File: src/rtl/addr_ser.sv
`default_nettype none
// ============================================================================
// Module      : addr_ser
// Description : Master-side serial address driver. Captures a parallel
//               address, shifts the device field out LSB first, waits for
//               the decoder's acknowledge, then shifts the in-slave memory
//               field out LSB first. Reports done, ack timeout or grant loss.
// Revision    : 1.0 - initial release
// ============================================================================
module addr_ser #(
    parameter int ADDR_WIDTH        = 16,
    parameter int DEVICE_ADDR_WIDTH = 4,
    parameter int ACK_TIMEOUT       = 15
) (
    input  logic                  clk,
    input  logic                  rstn,
    input  logic                  start,
    input  logic [ADDR_WIDTH-1:0] addr_in,
    input  logic                  grant,
    input  logic                  ack,
    output logic                  addr_valid,
    output logic                  addr_data,
    output logic                  busy,
    output logic                  done,
    output logic                  timeout,
    output logic                  abort
);

    localparam int c_MEM_WIDTH = ADDR_WIDTH - DEVICE_ADDR_WIDTH;
    localparam int c_CNT_W     = $clog2(ADDR_WIDTH) + 1;

    localparam logic [c_CNT_W-1:0] c_DEV_BITS  = c_CNT_W'(DEVICE_ADDR_WIDTH);
    localparam logic [c_CNT_W-1:0] c_MEM_BITS  = c_CNT_W'(c_MEM_WIDTH);
    localparam logic [7:0]         c_ACK_LIMIT = 8'(ACK_TIMEOUT);

    localparam logic [2:0] c_ST_IDLE     = 3'd0;
    localparam logic [2:0] c_ST_DEV      = 3'd1;
    localparam logic [2:0] c_ST_WAIT_ACK = 3'd2;
    localparam logic [2:0] c_ST_MEM      = 3'd3;
    localparam logic [2:0] c_ST_FIN      = 3'd4;

    logic [2:0]            r_state;
    logic [ADDR_WIDTH-1:0] r_shift;     // remaining address bits, next bit in [0]
    logic [c_CNT_W-1:0]    r_bit_cnt;   // bits already presented in current field
    logic [7:0]            r_to_cnt;    // cycles spent waiting for ack
    logic                  r_addr_valid;
    logic                  r_addr_data;
    logic                  r_busy;
    logic                  r_done;
    logic                  r_timeout;
    logic                  r_abort;

    logic                  w_in_xfer;
    logic [7:0]            w_to_next;

    // Grant is only policed while the bus is actually being driven or held.
    assign w_in_xfer = (r_state == c_ST_DEV) || (r_state == c_ST_WAIT_ACK) ||
                       (r_state == c_ST_MEM);
    assign w_to_next = r_to_cnt + 8'd1;

    // Transfer sequencer: every output is produced directly from a register.
    always_ff @(posedge clk or negedge rstn) begin
        if (!rstn) begin
            r_state      <= c_ST_IDLE;
            r_shift      <= '0;
            r_bit_cnt    <= '0;
            r_to_cnt     <= '0;
            r_addr_valid <= 1'b0;
            r_addr_data  <= 1'b0;
            r_busy       <= 1'b0;
            r_done       <= 1'b0;
            r_timeout    <= 1'b0;
            r_abort      <= 1'b0;
        end else begin
            r_done    <= 1'b0;
            r_timeout <= 1'b0;
            r_abort   <= 1'b0;
            if (w_in_xfer && !grant) begin
                // Losing the bus outranks ack and timeout.
                r_state      <= c_ST_IDLE;
                r_addr_valid <= 1'b0;
                r_addr_data  <= 1'b0;
                r_busy       <= 1'b0;
                r_abort      <= 1'b1;
            end else begin
                case (r_state)
                    c_ST_IDLE: begin
                        if (start && grant) begin
                            // First device bit goes out on the very next cycle.
                            r_state      <= c_ST_DEV;
                            r_busy       <= 1'b1;
                            r_addr_valid <= 1'b1;
                            r_addr_data  <= addr_in[0];
                            r_shift      <= addr_in >> 1;
                            r_bit_cnt    <= c_CNT_W'(1);
                        end
                    end
                    c_ST_DEV: begin
                        if (r_bit_cnt == c_DEV_BITS) begin
                            r_state      <= c_ST_WAIT_ACK;
                            r_addr_valid <= 1'b0;
                            r_addr_data  <= 1'b0;
                            r_to_cnt     <= '0;
                        end else begin
                            r_addr_data <= r_shift[0];
                            r_shift     <= r_shift >> 1;
                            r_bit_cnt   <= r_bit_cnt + c_CNT_W'(1);
                        end
                    end
                    c_ST_WAIT_ACK: begin
                        if (ack) begin
                            // Ack wins even on the cycle the limit is reached.
                            r_state      <= c_ST_MEM;
                            r_addr_valid <= 1'b1;
                            r_addr_data  <= r_shift[0];
                            r_shift      <= r_shift >> 1;
                            r_bit_cnt    <= c_CNT_W'(1);
                        end else if (w_to_next == c_ACK_LIMIT) begin
                            r_state   <= c_ST_IDLE;
                            r_busy    <= 1'b0;
                            r_timeout <= 1'b1;
                            r_to_cnt  <= '0;
                        end else begin
                            r_to_cnt <= w_to_next;
                        end
                    end
                    c_ST_MEM: begin
                        if (r_bit_cnt == c_MEM_BITS) begin
                            r_state      <= c_ST_FIN;
                            r_addr_valid <= 1'b0;
                            r_addr_data  <= 1'b0;
                            r_busy       <= 1'b0;
                            r_done       <= 1'b1;
                        end else begin
                            r_addr_data <= r_shift[0];
                            r_shift     <= r_shift >> 1;
                            r_bit_cnt   <= r_bit_cnt + c_CNT_W'(1);
                        end
                    end
                    c_ST_FIN: begin
                        // done is visible for this single cycle; start is not sampled here.
                        r_state <= c_ST_IDLE;
                    end
                    default: begin
                        r_state      <= c_ST_IDLE;
                        r_addr_valid <= 1'b0;
                        r_addr_data  <= 1'b0;
                        r_busy       <= 1'b0;
                    end
                endcase
            end
        end
    end

    assign addr_valid = r_addr_valid;
    assign addr_data  = r_addr_data;
    assign busy       = r_busy;
    assign done       = r_done;
    assign timeout    = r_timeout;
    assign abort      = r_abort;

endmodule
`default_nettype wire

File: config.mk
export PLATFORM = sky130hd
export DESIGN_NAME = addr_ser
export DESIGN_NICKNAME = d
export VERILOG_FILES = /design/src/rtl/addr_ser.sv
export SDC_FILE = /design/constraint.sdc
export NUM_CORES = 1
export LEC_CHECK = 0
export BUFFER_PORTS_ARGS = -buffer_cell sky130_fd_sc_hd__buf_2
export CAP_MARGIN = 25
export CORE_MARGIN = 2
export CORE_UTILIZATION = 53
export CTS_BUF_LIST = sky130_fd_sc_hd__clkbuf_16
export DETAILED_ROUTE_END_ITERATION = 7
export PLACE_DENSITY_LB_ADDON = 0.15
export SLEW_MARGIN = 5
export SYNTH_ARGS = -nofsm -noshare
export SYNTH_HDL_FRONTEND = slang
export SYNTH_SLANG_ARGS = --single-unit
File: constraint.sdc
create_clock -name clk -period 3.3 [get_ports clk]
set_clock_uncertainty 0.05 [all_clocks]
set_input_delay 0.33 -clock clk [delete_from_list [all_inputs] [get_ports clk]]
set_output_delay 0.33 -clock clk [all_outputs]
set_load 0.02 [all_outputs]
==> impl_results.rst <==
.. list-table::
   :header-rows: 1

   * - Metric
     - Value
   * - Number of sinks handled by clock tree synthesis
     - 37
   * - Global-route track usage on met1
     - 27.3%
   * - Worst-case hold slack
     - 96.5 ps
   * - Worst path bufs/invs
     - 0
   * - Synthesis warning total
     - 0
   * - Count of pins over their slew limit
     - 0
   * - Crit start category
     - flip-flop
   * - Buffers added on ports
     - 26
   * - Setup Buffers After CTS
     - 0
   * - Sequential cell area in the final layout
     - 926 µm²
   * - Largest stage delay, worst path
     - 660 ps
   * - Pre-CTS setup slack
     - 834 ps
   * - Cell taking the most area after synthesis
     - sky130_fd_sc_hd__dfrtp_1
   * - Reported net switching power
     - 0.000471 W
   * - Power per standard cell area
     - 682 mW/mm²
   * - Ratio of cells with drive above 1 in the final layout
     - 30.3%
   * - Diode insertion count for antenna repair
     - 0
   * - Max-cap violations
     - 0
   * - Die boundary height
     - 66.8 µm
   * - Static leakage power
     - 1.09 nW
   * - Drt total wl
     - 4090 µm
   * - Power share of the combinational group
     - 24.7%
   * - Worst endpoint required time
     - 3410 ps
   * - Net count, final
     - 242
   * - Top area cells in the synthesized netlist
     - sky130_fd_sc_hd__dfrtp_1 44%, sky130_fd_sc_hd__mux2_2 13%, sky130_fd_sc_hd__mux2_4 3.6%
   * - Final min period
     - 2480 ps
   * - Switching share of power
     - 29.0%
   * - Period utilisation layout
     - 75.2%
   * - Worst slew pin tran
     - 822 ps
   * - Overall routing resource usage
     - 21.6%
   * - Routed WL per cell
     - 15.4 µm
   * - Number of flops mapped to enable cells by yosys
     - 0
   * - Synth top area share
     - 44.3%
   * - Area of the die
     - 0.00446 mm²
   * - Met2 Use GR
     - 35.0%
   * - Internal Power
     - 0.00116 W
   * - Final critical-path setup slack
     - 818 ps
   * - Setup Total Neg Slack
     - 0 ps
   * - Longest Clk Path Bufs
     - 2
   * - Total clock buffers created by CTS
     - 5
   * - CTS hold repair buffers
     - 0
   * - Crit path kind
     - flip-flop to flip-flop
   * - Setup repair after global routing missed its margin
     - no
   * - Clock power frac
     - 32.5%
   * - Syn Area/Cell
     - 10.8 µm²
   * - Number of standard-cell rows in the floorplan
     - 22
   * - Max frequency
     - 403 MHz
   * - Via count of the first global-routing pass
     - 1510
   * - Number of antenna violations at the first check in global routing
     - 0
   * - Number of iterations in the first detailed-routing pass
     - 4
   * - Worst EP arrival
     - 2590 ps
   * - Detailed-route DRC error count
     - 0
   * - Area overhead of the layout relative to synthesis
     - 14.1%
   * - Crit path max-delay cell type
     - sky130_fd_sc_hd__a21o_1
   * - Cell repeated most along the worst path
     - sky130_fd_sc_hd__mux2_2
   * - Clock tree from TritonCTS
     - done
   * - Post-DRT Antenna Nets
     - 0
   * - Final weighted congestion of routability-driven global placement
     - 0.846
   * - GRT Residual Overflow
     - 0
   * - Post-Layout Inst Area
     - 0.00238 mm²
   * - Number of placed I/O pins
     - 27
   * - CP top delay family
     - compound AO/OA/AOI/OAI gates
   * - Number of fillers in the final layout
     - 290
   * - Register area share after synthesis
     - 44.3%
   * - Synth cell count leaders
     - 37 x sky130_fd_sc_hd__dfrtp_1, 24 x sky130_fd_sc_hd__mux2_2, 15 x sky130_fd_sc_hd__nand2_1
   * - VDD IR-drop max
     - 359 µV
   * - Half-perimeter wire length of the detailed placement result
     - 2790 µm
   * - Area of the multi-input gates
     - 0.00106 mm²
   * - GRT busiest layer
     - met2
   * - Maximum number of pins on one net before global-route repair
     - 38
   * - Cells along the critical path
     - mux2_2, o21ai_2, a21o_1, mux2_2
   * - Count of routing violations after the opening detailed-route iteration
     - 134
   * - Yosys reg bits
     - 37
   * - Number of hold violations in the final report
     - 0
   * - Initial Util
     - 56.2%
   * - Number of cells on the worst reg-to-reg path
     - 4
   * - Via count of the routed design
     - 1538
   * - Area of placed instances
     - 0.00222 mm²
   * - Syn Nets
     - 218
   * - Most repeated cell in the gate-level netlist after synthesis
     - sky130_fd_sc_hd__dfrtp_1
   * - Post-detailed-route via-to-cell ratio
     - 5.78
   * - CTS Root Cell
     - sky130_fd_sc_hd__clkbuf_16
   * - Most frequently used flop master after synthesis
     - sky130_fd_sc_hd__dfrtp_1
   * - Relative contribution of sequential cells to total power
     - 42.9%
   * - Async set or reset register ratio after synthesis
     - 100%
   * - Insertion delay of the later-clocked pin in the worst-skew pair
     - 280 ps
   * - Area of the mapped netlist
     - 0.00209 mm²
   * - Chip width
     - 66.8 µm
   * - Gate count of the mapped netlist
     - 193
   * - Number of H-tree branching levels
     - 2
   * - Yosys cell types
     - 50
   * - Worst slew slack as a fraction of its limit
     - 45.2%
   * - Met3 usage
     - 6.76%
   * - Endpoint type of the worst setup path
     - flip-flop
   * - First-pass GRT wire length
     - 7130 µm
   * - Post-cts sizing count
     - 0
   * - Logic depth of the worst setup path including buffers
     - 4
   * - Std-Cell Core Area
     - 0.00372 mm²
   * - Clock slew at the register clock pins of the worst setup and hold paths
     - 60 ps
   * - Count of endpoints failing setup in the final report
     - 0
   * - Run status
     - complete, no violations
   * - Min-delay worst type
     - input port to async pin
   * - Biggest fanout along the worst timing path
     - 19
path summary, 6_finish.rpt:
path | from | to | slack, ps
max in group asynchronous | rstn | r_shift[8] | 2590
min in group clk | addr_in[15] | r_shift[14] | 240
setup / recovery | r_state[1] | r_shift[2] | 820
setup reg to reg | r_state[1] | r_shift[2] | 820
hold reg to reg | r_to_cnt[7] | r_to_cnt[7] | 440
hold / removal | rstn | busy | 100
per-stage QoR:
stage          utilization [%]  std cells  power, W
2_1_floorplan                -        193   0.00101
6_report                  64.1        266   0.00163
5_1_grt                   64.1        266   0.00173
3_5_place_dp              59.8        258   0.00111
3_3_place_gp              59.8        258   0.00107
4_1_cts                   64.1        266   0.00164
placed cells by master (no fill, tap or decap), types with 3 or more instances in the layout:
master	count
sky130_fd_sc_hd__inv_1	12
sky130_fd_sc_hd__ha_1	4
sky130_fd_sc_hd__nand4_1	4
sky130_fd_sc_hd__buf_2	26
sky130_fd_sc_hd__a21o_1	4
sky130_fd_sc_hd__mux2i_1	4
sky130_fd_sc_hd__o211ai_1	4
sky130_fd_sc_hd__nand3b_1	6
sky130_fd_sc_hd__nor2_1	7
sky130_fd_sc_hd__dfrtp_1	37
sky130_fd_sc_hd__clkbuf_16	5
sky130_fd_sc_hd__nand2_1	15
sky130_fd_sc_hd__mux2_2	24
sky130_fd_sc_hd__nand2b_1	4
sky130_fd_sc_hd__nand3_1	3
sky130_fd_sc_hd__mux2_4	5
sky130_fd_sc_hd__o21ai_0	12
worst reg2reg max path: cells and delay by family, from the launching register on:
| family | cells | cell delay [ps] |
|---|---|---|
| muxes | 2 | 830 |
| DFF | 1 | 580 |
| AOI/OAI and AO/OA | 2 | 910 |
power by group through the flow:
| stage | sequential, W | combinational (W) | clock [W] |
|---|---|---|---|
| global placement | 0.000692 | 0.000383 | 0 |
| floorplan | 0.000664 | 0.000341 | 0 |
| detailed placement | 0.000701 | 0.000404 | 0 |
| CTS | 0.000696 | 0.000405 | 0.000540 |
| finish | 0.000697 | 0.000401 | 0.000528 |
| global route | 0.000722 | 0.000451 | 0.000557 |
flip-flops by register name, summed over array words and instances (netlist names):
name	flops
abort	1
addr_data	1
addr_valid	1
busy	1
done	1
r_bit_cnt	5
r_shift	15
r_state	3
r_to_cnt	8
timeout	1
cells by family after synthesis:
logic type	share of synthesized area (%)
buffers and inverters	4.73
adders and majority gates	2.40
AOI/OAI and AO/OA	13.4
muxes	18.5
and+or+nand+nor	15.0
DFF	44.3
xor gates and xnor gates	1.62
metal layers:
metal / vias to the layer above / part of all wire [%]
met1: 739 / 44
met4: 0 / 1.4
met5: - / 0
li1: 753 / -
met2: 39 / 49
met3: 7 / 4.8
layout make-up:
type / count / area share, %
sequential: 37 / 38.8
multi-input combinational: 136 / 44.6
timing repair buffer: 26 / 5.46
clock buffer: 5 / 5.25
tap: 48 / 2.52
inverter: 11 / 1.73
clock inverter: 3 / 1.57
Power figures use the tool's default switching activity.
